<file path="src/rtl/mul_arbiter.sv">
// Round-robin arbiter sharing one sequential 8x8 multiplier among N_REQ requesters.
// One request is in flight at a time; a stalled multiplier is aborted after TIMEOUT wait cycles.
module mul_arbiter #(
    parameter int  N_REQ   = 4,
    parameter int  TIMEOUT = 16,
    localparam int IDW     = (N_REQ > 1) ? $clog2(N_REQ) : 1
) (
    input  logic               clk,
    input  logic               rst_n,
    input  logic [N_REQ-1:0]   req_valid_i,
    input  logic [8*N_REQ-1:0] req_a_i,
    input  logic [8*N_REQ-1:0] req_b_i,
    output logic [N_REQ-1:0]   req_ack_o,
    output logic               rsp_valid_o,
    input  logic               rsp_ready_i,
    output logic [IDW-1:0]     rsp_id_o,
    output logic [15:0]        rsp_m_o,
    output logic               rsp_err_o,
    output logic               mul_start_o,
    output logic [7:0]         mul_a_o,
    output logic [7:0]         mul_b_o,
    input  logic               mul_ready_i,
    input  logic [15:0]        mul_m_i
);

    typedef enum logic [1:0] {
        IDLE  = 2'd0,
        START = 2'd1,
        WAIT  = 2'd2,
        RESP  = 2'd3
    } state_e;

    state_e           state_q;
    logic [N_REQ-1:0] req_ack_q;
    logic             rsp_valid_q;
    logic [IDW-1:0]   rsp_id_q;
    logic [15:0]      rsp_m_q;
    logic             rsp_err_q;
    logic             mul_start_q;
    logic [7:0]       mul_a_q;
    logic [7:0]       mul_b_q;
    logic [4:0]       cnt_q;
    logic [IDW-1:0]   last_grant_q;

    logic [IDW-1:0]   scan_idx_s;
    logic [IDW-1:0]   grant_idx_s;
    logic             grant_found_s;
    logic [N_REQ-1:0] grant_onehot_s;
    logic [7:0]       grant_a_s;
    logic [7:0]       grant_b_s;

    // Round-robin search starting one past the previous winner.
    always_comb begin
        grant_found_s = 1'b0;
        grant_idx_s   = '0;
        scan_idx_s    = '0;
        for (int k = 1; k <= N_REQ; k++) begin
            scan_idx_s = IDW'((int'(last_grant_q) + k) % N_REQ);
            if (!grant_found_s && req_valid_i[scan_idx_s]) begin
                grant_found_s = 1'b1;
                grant_idx_s   = scan_idx_s;
            end else begin
                grant_found_s = grant_found_s;
            end
        end
    end

    // Operand select and one-hot acknowledge for the chosen requester.
    always_comb begin
        grant_a_s      = 8'd0;
        grant_b_s      = 8'd0;
        grant_onehot_s = '0;
        for (int i = 0; i < N_REQ; i++) begin
            if (grant_idx_s == IDW'(i)) begin
                grant_a_s         = req_a_i[8*i +: 8];
                grant_b_s         = req_b_i[8*i +: 8];
                grant_onehot_s[i] = 1'b1;
            end else begin
                grant_onehot_s[i] = 1'b0;
            end
        end
    end

    // Control FSM; every output is a register so nothing glitches with req_* inputs.
    always_ff @(posedge clk or negedge rst_n) begin
        if (!rst_n) begin
            state_q      <= IDLE;
            req_ack_q    <= '0;
            rsp_valid_q  <= 1'b0;
            rsp_id_q     <= '0;
            rsp_m_q      <= 16'd0;
            rsp_err_q    <= 1'b0;
            mul_start_q  <= 1'b0;
            mul_a_q      <= 8'd0;
            mul_b_q      <= 8'd0;
            cnt_q        <= 5'd0;
            last_grant_q <= IDW'(N_REQ - 1);
        end else begin
            req_ack_q   <= '0;
            mul_start_q <= 1'b0;
            case (state_q)
                IDLE: begin
                    if (grant_found_s) begin
                        req_ack_q    <= grant_onehot_s;
                        last_grant_q <= grant_idx_s;
                        rsp_id_q     <= grant_idx_s;
                        mul_a_q      <= grant_a_s;
                        mul_b_q      <= grant_b_s;
                        state_q      <= START;
                    end else begin
                        state_q <= IDLE;
                    end
                end
                START: begin
                    mul_start_q <= 1'b1;
                    cnt_q       <= 5'd0;
                    state_q     <= WAIT;
                end
                WAIT: begin
                    // A result arriving on the final wait cycle takes priority over the timeout.
                    if (mul_ready_i) begin
                        rsp_m_q     <= mul_m_i;
                        rsp_err_q   <= 1'b0;
                        rsp_valid_q <= 1'b1;
                        state_q     <= RESP;
                    end else if (cnt_q == 5'(TIMEOUT - 1)) begin
                        rsp_m_q     <= 16'd0;
                        rsp_err_q   <= 1'b1;
                        rsp_valid_q <= 1'b1;
                        state_q     <= RESP;
                    end else begin
                        cnt_q <= cnt_q + 5'd1;
                    end
                end
                RESP: begin
                    if (rsp_ready_i) begin
                        rsp_valid_q <= 1'b0;
                        state_q     <= IDLE;
                    end else begin
                        state_q <= RESP;
                    end
                end
                default: begin
                    rsp_valid_q <= 1'b0;
                    state_q     <= IDLE;
                end
            endcase
        end
    end

    assign req_ack_o   = req_ack_q;
    assign rsp_valid_o = rsp_valid_q;
    assign rsp_id_o    = rsp_id_q;
    assign rsp_m_o     = rsp_m_q;
    assign rsp_err_o   = rsp_err_q;
    assign mul_start_o = mul_start_q;
    assign mul_a_o     = mul_a_q;
    assign mul_b_o     = mul_b_q;

endmodule
</file>
<file path="config.mk">
export PLATFORM = sky130hd
export DESIGN_NAME = mul_arbiter
export DESIGN_NICKNAME = d
export VERILOG_FILES = /design/src/rtl/mul_arbiter.sv
export SDC_FILE = /design/constraint.sdc
export NUM_CORES = 1
export LEC_CHECK = 0
export CAP_MARGIN = 25
export CELL_PAD_IN_SITES_DETAIL_PLACEMENT = 0
export CELL_PAD_IN_SITES_GLOBAL_PLACEMENT = 1
export CORE_ASPECT_RATIO = 1.4
export CORE_UTILIZATION = 30
export CTS_CLUSTER_DIAMETER = 30
export DETAILED_ROUTE_END_ITERATION = 6
export HOLD_SLACK_MARGIN = 0.02
export PLACE_DENSITY = 0.9
export SYNTH_ARGS = -nofsm -noshare
export SYNTH_HDL_FRONTEND = slang
export SYNTH_SLANG_ARGS = --single-unit
</file>
<file path="constraint.sdc">
create_clock -name clk -period 2.2 [get_ports clk]
set_input_delay 0.44 -clock clk [delete_from_list [all_inputs] [get_ports clk]]
set_output_delay 0.44 -clock clk [all_outputs]
set_load 0.02 [all_outputs]
</file>
* Yosys cells after proc, flatten, opt, wreduce, memory -nomap -nowiden
Cells that the tools add are included.
** Storage, ports and cells
- Bits in registers :: 50
- Latch bits :: 0
- Bits in writable memories :: 0
- ROM bits :: 0
- Input bits :: 88
- Output and inout port bits :: 41
- Word-level logic and storage cells :: 92
- Memories kept :: 0
** Operators by class
- Add/sub/neg operators :: 5
- Multipliers :: 0
- Div/mod/pow operators :: 0
- Order comparisons :: 4
- Equal/unequal tests :: 11
- Shift-type cells :: 0
- Multiplexer cells :: 46
- Bitwise gates (word level) :: 0
- Reductions and logical operators :: 15
** Operators by type and width (count)
- 2-to-1 mux 8 bit :: 8
- 2-to-1 mux 16 bit :: 2
- 2-to-1 mux 1 bit :: 18
- 2-to-1 mux 2 bit :: 7
- less-than comparator 2 x 3 -> 1 bit, second input constant :: 4
- 2-to-1 mux 5 bit :: 2
- one-hot mux 5 bit (2 select lines) :: 1
- binary-select mux 1 bit (select 2 bit) :: 4
- == test 2 bit, second input constant :: 4
- 2-to-1 mux 4 bit :: 2
- one-hot mux 2 bit (4 select lines) :: 1
- != test 2 bit, second input constant :: 3
- AND reduction 3 bit :: 2
- nonzero test 2 bit :: 3
- adder 5 x 1 -> 5 bit, second input constant :: 1
- == test 5 x 4 -> 1 bit, second input constant :: 1
- adder 2 x 1 -> 2 bit, second input constant :: 2
- adder 2 bit, second input constant :: 2
- == test 2 x 1 -> 1 bit, second input constant :: 2
- logical NOT 2 bit :: 2
- AND reduction 2 bit :: 2
- logical AND 1 bit :: 3
- logical NOT 1 bit :: 3
- != test 3 bit, second input constant :: 1
- one-hot mux 1 bit (2 select lines) :: 1

* Logic depth before layout (Yosys ltp)
Gate-level depths: netlist of the first run.
- Depth after elaboration :: 18
- Depth in mapped cells :: 8
- Depth with buffers taken out :: 8

* Worst setup path after synthesis of the first run
Ideal clock, no wire load.
- Path kind :: register to register
- Start :: register cnt_q[0]
- End :: register rsp_m_q[10] (netlist: rsp_m_o[10])
- Data arrival time :: 1.897 ns
- Data required time :: 2.134 ns
- Slack :: 0.237 ns
- Stages on the path, launching flop included :: 8
- Path buffers :: 1
- Path through :: dfrtp_1 > ha_1 > and3_1 > ha_1 > or2_2 > nand2_1 > clkbuf_1 > a22o_1
** Between the ends
- Word-level cells in the longest chain between the ends :: 3
** RTL lines
- start, declared :: RTL line 42 : logic [4:0] cnt_q;
- start signal, assigned :: RTL line 132 : cnt_q <= cnt_q + 5'd1;
- == test 5 x 4 -> 1 bit :: RTL line 126 : end else if (cnt_q == 5'(TIMEOUT - 1)) begin
- nonzero test 2 bit (no source line)
- AND reduction 2 bit (no source line)
- end signal, assigned :: RTL line 122 : rsp_m_q <= mul_m_i;
- end, declared :: RTL line 37 : logic [15:0] rsp_m_q;
Every way passes these cells.
A chain may end at the register's enable or synchronous reset.

* Worst setup path after layout of the first run
- Start :: input port req_valid_i[2]
- End :: register mul_a_q[1] (netlist: mul_a_o[1])
** Between the ends
- Word-level cells in the longest chain between the ends :: 17
- Elaborated cells on any way between the ends :: 31
** RTL lines
- start, declared :: RTL line 10 : input logic [N_REQ-1:0] req_valid_i,
- binary-select mux 1 bit (select 2 bit) :: RTL line 59 : if (!grant_found_s && req_valid_i[scan_idx_s]) begin
- 2-to-1 mux 1 bit (not written as such) :: RTL line 59
- 2-to-1 mux 1 bit :: RTL line 59
- logical NOT 1 bit :: RTL line 59
- logical AND 1 bit :: RTL line 59
- 2-to-1 mux 1 bit :: RTL line 59
- logical NOT 1 bit :: RTL line 59
- logical AND 1 bit :: RTL line 59
- 2-to-1 mux 1 bit :: RTL line 59
- logical NOT 1 bit :: RTL line 59
- logical AND 1 bit :: RTL line 59
- 2-to-1 mux 2 bit :: RTL line 59
- logical NOT 2 bit :: RTL line 74 : if (grant_idx_s == IDW'(i)) begin
- 2-to-1 mux 8 bit (4 in series) :: RTL line 74
- end signal, assigned :: RTL line 107 : mul_a_q <= grant_a_s;
- end, declared :: RTL line 40 : logic [7:0] mul_a_q;
Several ways; a longest one is shown, not always the timed one. The select of a mux whose other input is x is not followed.

==> flow_metrics.env, run 1 <==
export IMPL_drive_above_1_share=0.151
export IMPL_final_core_util=0.503
export IMPL_cts_sinks=50
export IMPL_whs_ns=0.207
export IMPL_worstMarginPinSlew_ns=0.730
export IMPL_syn_avg_cell_area_um2=12.1
export IMPL_hold_viol_final=0
export IMPL_instances_no_fill=463
export IMPL_stdcell_area_mm2=0.00428
export IMPL_critPathCaptureType="flip-flop"
export IMPL_clkLatencyLatePin_ns=0.29
export IMPL_synth_cells=217
export IMPL_power_density_mw_per_mm2=1240
export IMPL_start_util=0.308
export IMPL_placedCellCount=452
export IMPL_period_needed_ns=2.05
export IMPL_synth_largest_area_cell="dfrtp_1"
export IMPL_gp_congestion=0.696
export IMPL_cts_buffers=5
export IMPL_multi_input_area_mm2=0.00125
export IMPL_synth_nets=307
export IMPL_core_area_mm2=0.00851
export IMPL_yosysUniqueCellTypes=34
export IMPL_synth_ff_type="dfrtp_1"
export IMPL_drtIter0Drc=48
export IMPL_yosysSeqAreaShare=0.479
export IMPL_leakage_nw=1.92
export IMPL_hp_class="input port to async pin"
export IMPL_synthTopCellsByArea="dfrtp_1 46%, mux2i_1 20%, mux2_2 7.3%"
export IMPL_grt_first_pass_wirelength_um=10900
export IMPL_drc=0
export IMPL_cts_tree="done"
export IMPL_place_area_mm2=0.00408
export IMPL_r2r_end="mul_a_o[1]$_DFFE_PN0P_"
export IMPL_clockBufferDepth=2
export IMPL_via_per_inst=4.70
export IMPL_vias=2178
export IMPL_synth_edf_count=0
export IMPL_r2r_start="last_grant_q[0]$_DFFE_PN1P_"
export IMPL_ys_seq_elements=50
export IMPL_synthTopCellsByCount="52 x mux2i_1, 48 x dfrtp_1, 17 x mux2_2"
export IMPL_synth_top_area_frac=0.458
export IMPL_synth_warnings=0
export IMPL_seqCellArea_mm2=0.00125
export IMPL_grt_setup_unrepaired="false"
export IMPL_async_flop_share=1.00
export IMPL_status="finished, final reports clean"
export IMPL_drtAntennaViolNets=0
export IMPL_place_ws_ns=-0.300
export IMPL_syn_cell_area_mm2=0.00262
export IMPL_areaGrowthSynthToFinish_pct=63.5
export IMPL_n_fill_cell=797
export IMPL_die_height_um=113
export IMPL_dpl_hpwl_um=5200
export IMPL_cp_arrival_ns=2.22
export IMPL_peakVddDrop_mv=0.531
export IMPL_wl_um=6750
export IMPL_die_x_um=81.0
export IMPL_clk_pin_slew_ns=0.07
export IMPL_wl_per_cell_um=14.6
export IMPL_fp_row_count=40
export IMPL_grt_max_degree=34
export IMPL_layout_nets=447
export IMPL_startpoint="req_valid_i[2]"
export IMPL_worst_slack_ns=0.152
export IMPL_io_buffers=128
export IMPL_num_antenna_cells=0
export IMPL_drtPass1Iterations=4
export IMPL_critPathKind="input port to flip-flop"
export IMPL_reg2reg_setup_slack_ns=0.23
export IMPL_drv_slew=0
export IMPL_period_share=0.931
export IMPL_gr_total_overflow=0
export IMPL_clock_root_buffer="clkbuf_16"
export IMPL_io_pins=129
export IMPL_relSlewSlack=0.514
export IMPL_maxCapViolCount=0
export IMPL_first_global_vias=2345
export IMPL_reg2reg_depth=8
export IMPL_fmax_ghz=0.488
export IMPL_h_tree_depth=2
export IMPL_setup_viol=0
export IMPL_yosysMostFrequentCell="mux2i_1"
export IMPL_cp_max_fo=8
export IMPL_required_ns=2.38
export IMPL_dieArea_mm2=0.00912
export IMPL_grt_antenna_before_repair=0
export IMPL_grt_usage=0.154
export IMPL_start_kind="input port"
export IMPL_clock_skew_final_ns=0.0106
-- through the flow --
step	TNS, ns	total power, mW
finish	0	5.31
global route	0	5.65
CTS	0	5.32
detailed placement	-4.32	4.52
global placement	-8.06	4.45
floorplan	0	3.34
-- cells in the final DEF, fill, tap and decap left out, drive strengths merged, types with 2 or more instances in the layout --
master and n:
a211oi 3, a21oi 8, a22o 16, and3 2, buf 19, clkbuf 6, clkdlybuf4s50 124, dfrtp 48
dfstp 2, dlymetal6s2s 3, ha 2, inv 5, mux2 17, mux2i 52, nand2 9, nand2b 3
nor2 13, nor2b 4, nor3b 2, o211ai 2, o21ai 8
-- kinds of logic after synthesis --
logic type,count (synthesis),share of synthesized area
mux,69,0.272
flops,50,0.479
compound gates,40,0.117
simple gates,38,0.0721
buf+inv,18,0.0511
fa+ha+maj,2,0.00955
-- repair_timing --
item | 4_1_cts | 5_1_grt
hold buffers | 0 | 0
resized for setup | 0 | 5
setup buffers | 0 | 2
endpoints found under the setup margin | 0 | 16
-- critical path, cell delays in order --
cell	delay, ns
clkdlybuf4s50_1	0.48
buf_4	0.12
nor2_1	0.06
a211oi_4	0.20
buf_4	0.19
buf_4	0.19
mux2i_1	0.21
mux2i_1	0.08
mux2_2	0.26
-- area by class of cell --
type	count	share of cell area
repair buffers	147	0.346
clock buffers	5	0.0292
inverters	4	0.00351
well taps	105	0.0307
clock inverters	3	0.00584
multi-input cells	149	0.292
flip-flops and latches	50	0.293
-- routing by layer --
| layer | track usage | up-vias | wire length (µm) |
|---|---|---|---|
| li1 | - | 1064 | - |
| met1 | 0.178 | 1027 | 2690 |
| met2 | 0.275 | 79 | 3490 |
| met3 | 0.0325 | 8 | 464 |
| met4 | 0.0536 | 0 | 108 |
| met5 | 0 | - | 0 |
-- sequential cells by signal, summed over array words and instances (netlist names), 2 cells and up --
signal	cells
rsp_m_o	16
mul_a_o	8
mul_b_o	8
cnt_q	5
req_ack_o	4
last_grant_q	2
rsp_id_o	2
state_q	2
-- where the power goes --
| group | internal, mW | switching [mW] |
|---|---|---|
| sequential | 1.34 | 0.293 |
| clock | 0.428 | 0.350 |
| combinational | 1.61 | 1.29 |
-- how the worst max path moves through the flow --
stage | to | slack (ns) | cells after the start
4_1_cts | mul_a_o[2]$_DFFE_PN0P_ | 0.005 | 8
5_1_grt | mul_b_o[7]$_DFFE_PN0P_ | 0.05 | 9
3_3_place_gp | mul_a_o[6]$_DFFE_PN0P_ | -0.49 | 6
2_1_floorplan | rsp_m_o[10]$_DFFE_PN0P_ | 0.24 | 7
6_report | mul_a_o[1]$_DFFE_PN0P_ | 0.15 | 9
3_5_place_dp | mul_a_o[2]$_DFFE_PN0P_ | -0.30 | 8
(Power assumes the default switching activity.)
==> run 2: changes to the inputs <==
Settings changed: CTS_CLUSTER_SIZE from default to 16, RECOVER_POWER from default to 100, SLEW_MARGIN from default to 40.
==> run 2 against run 1 <==
Net effect:
- the flow now finishes with violations (capacitance limit, slew limit)
- global-route usage fell by 0.16 points
- total power shrank 2.6%
- fmax down 3.1%
- first-iteration DRC count fell by 31%
- register-to-register slack is essentially flat
==> flow_metrics.env, run 2 (same netlist as run 1, synthesis figures left out) <==
export IMPL_grt_first_pass_wirelength_um=10800
export IMPL_drtAntennaViolNets=0
export IMPL_routed_wl_met3_um=507
export IMPL_vias=2218
export IMPL_drive_above_1_share=0.139
export IMPL_layout_nets=449
export IMPL_die_x_um=81.0
export IMPL_r2r_start="last_grant_q[0]$_DFFE_PN1P_"
export IMPL_p_switching_mw=1.88
export IMPL_wl_um=6770
export IMPL_stdcell_area_mm2=0.00427
export IMPL_cp_endpoint="mul_a_o[1]$_DFFE_PN0P_"
export IMPL_peakVddDrop_mv=0.596
export IMPL_clock_skew_final_ns=0.00264
export IMPL_grt_antenna_before_repair=0
export IMPL_core_area_mm2=0.00851
export IMPL_dpl_hpwl_um=5220
export IMPL_top_layer_used="met4"
export IMPL_reg2reg_depth=8
export IMPL_io_pins=129
export IMPL_clk_pin_slew_ns=0.06
export IMPL_r2r_end="mul_a_o[1]$_DFFE_PN0P_"
export IMPL_fmax_ghz=0.473
export IMPL_critPathCaptureType="flip-flop"
export IMPL_clockBufferDepth=2
export IMPL_gp_congestion=0.696
export IMPL_seq_power_share=0.310
export IMPL_cts_buffers=5
export IMPL_cp_max_fo=8
export IMPL_leakage_nw=1.96
export IMPL_reg2reg_setup_slack_ns=0.23
export IMPL_maxCapViolCount=1
export IMPL_power_share_clock=0.147
export IMPL_setup_viol=0
export IMPL_power_density_mw_per_mm2=1210
export IMPL_critPathKind="input port to flip-flop"
export IMPL_first_global_vias=2395
export IMPL_p_comb_frac=0.543
export IMPL_cts_sinks=50
export IMPL_wl_per_cell_um=14.6
export IMPL_routed_wl_met2_um=3590
export IMPL_period_share=0.961
export IMPL_io_buffers=128
export IMPL_drtIter0Drc=33
export IMPL_cp_arrival_ns=2.28
export IMPL_drc=0
export IMPL_place_area_mm2=0.00408
export IMPL_p_sw_frac=0.364
export IMPL_hp_class="flip-flop to flip-flop"
export IMPL_worstMarginPinSlew_ns=1.78
export IMPL_hold_viol_final=0
export IMPL_finalSetupTns_ns=0
export IMPL_num_antenna_cells=0
export IMPL_mostFrequentLayoutCell="clkdlybuf4s50_1"
export IMPL_drtPass1Iterations=4
export IMPL_die_height_um=113
export IMPL_fp_row_count=40
export IMPL_met1_length_um=2590
export IMPL_gr_total_overflow=0
export IMPL_cts_tree="done"
export IMPL_p_int_mw=3.29
export IMPL_start_kind="input port"
export IMPL_largest_reg_flops=16
export IMPL_mostFrequentLayoutCells="84 x clkdlybuf4s50_1, 52 x mux2i_1, 48 x dfrtp_1"
export IMPL_via_per_inst=4.77
export IMPL_period_needed_ns=2.11
export IMPL_violations="capacitance limit, slew limit"
export IMPL_status="complete, but fails checks"
export IMPL_clock_root_buffer="clkbuf_16"
export IMPL_areaGrowthSynthToFinish_pct=63.1
export IMPL_start_util=0.308
export IMPL_h_tree_depth=2
export IMPL_fin_total_pwr_mw=5.17
export IMPL_grt_max_degree=34
export IMPL_grt_usage=0.153
export IMPL_instances_no_fill=465
export IMPL_clkLatencyLatePin_ns=0.28
export IMPL_dieArea_mm2=0.00912
export IMPL_cts_hold_buf=0
export IMPL_relSlewSlack=-0.184
export IMPL_placedCellCount=453
export IMPL_startpoint="req_valid_i[1]"
export IMPL_required_ns=2.37
export IMPL_drv_slew=34
## run 2: cell types whose count changed in the layout (fill, tap and decap cells not counted), sizes merged
cell | before | now
dlygate4sd3 | 0 | 41
buf | 19 | 16
clkbuf | 6 | 13
dlymetal6s2s | 3 | 2
clkinvlp | 1 | 0
clkdlybuf4s50 | 124 | 84
inv | 5 | 4
## run 2: power groups by stage
stage	clock network (mW)	logic (mW)	registers, mW
after CTS	0.790	2.89	1.64
after global placement	0	2.81	1.64
after detailed placement	0	2.89	1.64
after global routing	0.833	3.02	1.67
final	0.758	2.81	1.61
after floorplan	0	1.35	1.99
## run 2: what timing repair did
action                     in CTS  in global routing
setup endpoints to repair       0                 16
gates resized for setup         0                  3
buffers inserted                0                  3
## run 2: per-stage QoR
stage / setup slack [ns] / utilization / hold slack [ns]
global route: -0.0110 / 0.502 / 0.516
finish: 0.0855 / 0.502 / 0.496
global placement: -0.492 / 0.477 / 0.483
CTS: 0.0000711 / 0.497 / 0.258
floorplan: 0.237 / - / 0.144
detailed placement: -0.286 / 0.480 / 0.490
## run 2: worst max-delay path, cell delays in order
cell and delay [ns]:
clkdlybuf4s50_1 0.48, o21a_1 0.23, a211oi_4 0.25, buf_12 0.16, buf_4 0.17, mux2i_1 0.20
mux2i_1 0.08, mux2_2 0.26
## run 2: worst min-delay path by stage
stage	slack [ns]	end	from	cells after the start
final	0.50	rsp_m_o[0]$_DFFE_PN0P_	rsp_m_o[0]$_DFFE_PN0P_	1
after global routing	0.52	rsp_m_o[13]$_DFFE_PN0P_	rsp_m_o[13]$_DFFE_PN0P_	1
after CTS	0.26	state_q[1]$_DFFE_PN0P_	rst_n	1
after detailed placement	0.49	rsp_m_o[5]$_DFFE_PN0P_	rsp_m_o[5]$_DFFE_PN0P_	1
after global placement	0.48	rsp_err_o$_DFFE_PN0P_	rsp_err_o$_DFFE_PN0P_	2
after floorplan	0.14	cnt_q[0]$_DFFE_PN0P_	rst_n	0
## run 2: layout make-up
cell class	count	area, µm²
clock buffer	7	143
clock inverter	1	5.00
fill	805	4230
inverter	4	15.0
multi-input combinational	149	1230
sequential	50	1250
tap	105	131
timing repair buffer	149	1490
## run 2: layer usage
layer | vias up | track usage
met4 | 0 | 0.0488
met5 | - | 0
li1 | 1068 | -
met2 | 86 | 0.282
met3 | 7 | 0.0366
met1 | 1057 | 0.165
==> run 3: changes to the inputs <==
Settings changed: SLEW_MARGIN 40 to 20.
==> run 3 against run 2 <==
Net effect:
- the run still ends with capacitance limit, slew limit left
- critical path depth increased by 2
- clock power increased by 2%
- first-iteration DRC count grew 27%
- total power is 0.28% lower
- largest cell class unchanged
==> flow_metrics.env, run 3 (same netlist as run 1, synthesis figures left out) <==
export IMPL_die_x_um=81.0
export IMPL_dpl_hpwl_um=5190
export IMPL_critPathCaptureType="flip-flop"
export IMPL_reg2reg_setup_slack_ns=0.18
export IMPL_mostFrequentLayoutCell="clkdlybuf4s50_1"
export IMPL_die_height_um=113
export IMPL_first_global_vias=2351
export IMPL_cp_max_fo=10
export IMPL_hold_viol_final=0
export IMPL_areaGrowthSynthToFinish_pct=62.6
export IMPL_cts_tree="done"
export IMPL_setup_viol=0
export IMPL_cp_top_family="buffers and inverters"
export IMPL_drv_slew=34
export IMPL_gp_congestion=0.696
export IMPL_grt_antenna_before_repair=0
export IMPL_largest_reg_flops=16
export IMPL_num_antenna_cells=0
export IMPL_grt_max_degree=34
export IMPL_leakage_nw=1.94
export IMPL_crit_buf_inv=5
export IMPL_h_tree_depth=2
export IMPL_grt_usage=0.156
export IMPL_mostFrequentLayoutCells="83 x clkdlybuf4s50_1, 52 x mux2i_1, 48 x dfrtp_1"
export IMPL_fp_row_count=40
export IMPL_drtAntennaViolNets=0
export IMPL_maxCapViolCount=1
export IMPL_start_util=0.308
export IMPL_drc=0
export IMPL_core_area_mm2=0.00851
export IMPL_wl_per_cell_um=14.5
export IMPL_finalSetupTns_ns=0
export IMPL_grt_setup_unrepaired="false"
export IMPL_period_needed_ns=2.08
export IMPL_n_fill_cell=788
export IMPL_clockBufferDepth=2
export IMPL_critPathKind="input port to flip-flop"
export IMPL_drtPass1Iterations=2
export IMPL_cp_slowest_cell="clkdlybuf4s50_1"
export IMPL_final_core_util=0.501
export IMPL_vias=2187
export IMPL_io_pins=129
export IMPL_wl_um=6730
export IMPL_period_share=0.945
export IMPL_relSlewSlack=-0.191
export IMPL_cts_buffers=5
export IMPL_hp_class="flip-flop to flip-flop"
export IMPL_violations="capacitance limit, slew limit"
export IMPL_layout_nets=447
export IMPL_power_density_mw_per_mm2=1210
export IMPL_drtIter0Drc=42
export IMPL_via_per_inst=4.72
export IMPL_peakVddDrop_mv=0.655
export IMPL_io_buffers=128
export IMPL_cp_arrival_ns=2.25
export IMPL_clock_root_buffer="clkbuf_16"
export IMPL_clkLatencyLatePin_ns=0.29
export IMPL_worstMarginPinSlew_ns=1.79
export IMPL_cts_sinks=50
export IMPL_fmax_ghz=0.481
export IMPL_dieArea_mm2=0.00912
export IMPL_required_ns=2.37
export IMPL_clk_pin_slew_ns=0.07
export IMPL_path_cells="clkdlybuf4s50_1 > buf_4 > nor2_1 > a211oi_4 > buf_4 > buf_12 > buf_16 > mux2i_1 > mux2i_1 > mux2_2"
export IMPL_start_kind="input port"
export IMPL_gr_total_overflow=0
export IMPL_clock_skew_final_ns=0.00613
export IMPL_max_stage_delay_ns=0.47
export IMPL_status="complete, but fails checks"
export IMPL_grt_first_pass_wirelength_um=10900
export IMPL_drive_above_1_share=0.140
-- run 3: cell count changes in the layout (fill, tap and decap cells not counted), sizes merged --
cell / change
buf: -2
clkbuf: -2
clkdlybuf4s50: -1
clkinvlp: +1
dlygate4sd2: +1
inv: +1
-- run 3: repair_timing --
action / CTS / global route
pin swaps: 1 / 0
buffers inserted: 2 / 0
resized for setup: 2 / 3
setup endpoints to repair: 1 / 13
gates cloned: 1 / 0
hold buffers: 0 / 0
hold endpoints to repair: 0 / 0
-- run 3: path summary, 6_finish.rpt --
check	end	cells after the start	from
max	mul_a_o[3]$_DFFE_PN0P_	10	req_valid_i[2]
min	rsp_m_o[0]$_DFFE_PN0P_	1	rsp_m_o[0]$_DFFE_PN0P_
max reg2reg	mul_b_o[1]$_DFFE_PN0P_	6	last_grant_q[0]$_DFFE_PN1P_
min reg2reg	rsp_m_o[0]$_DFFE_PN0P_	1	rsp_m_o[0]$_DFFE_PN0P_
max in group asynchronous	cnt_q[4]$_DFFE_PN0P_	2	rst_n
min in group asynchronous	rsp_m_o[1]$_DFFE_PN0P_	1	rst_n
-- run 3: layer usage --
metal	share of wire	track usage
met5	0	0
met4	0.011	0.0464
met2	0.52	0.287
met3	0.066	0.0293
met1	0.40	0.177
-- run 3: per-stage QoR --
stage | hold slack, ns | setup slack, ns | power (mW) | area (µm²) | std cells
2_1_floorplan | 0.144 | 0.237 | 3.34 | 2620 | 217
3_3_place_gp | 0.483 | -0.492 | 4.45 | 4060 | 451
3_5_place_dp | 0.490 | -0.309 | 4.51 | 4070 | 452
4_1_cts | 0.245 | 0.0211 | 5.42 | 4280 | 463
5_1_grt | 0.523 | 0.00591 | 5.51 | 4260 | 463
6_report | 0.497 | 0.121 | 5.16 | 4260 | 463
-- run 3: area by class of cell --
| type | count | area [µm²] | share of cell area |
|---|---|---|---|
| inverter | 4 | 15.0 | 0.00352 |
| timing repair buffer | 147 | 1470 | 0.345 |
| tap | 105 | 131 | 0.0308 |
| sequential | 50 | 1250 | 0.294 |
| clock inverter | 3 | 25.0 | 0.00587 |
| multi-input combinational | 149 | 1240 | 0.291 |
| clock buffer | 5 | 125 | 0.0294 |
-- run 3: where the power goes --
part           total, mW  internal, mW  switching [mW]
clock network      0.771         0.427           0.343
registers           1.60          1.34           0.266
logic               2.79          1.49            1.30
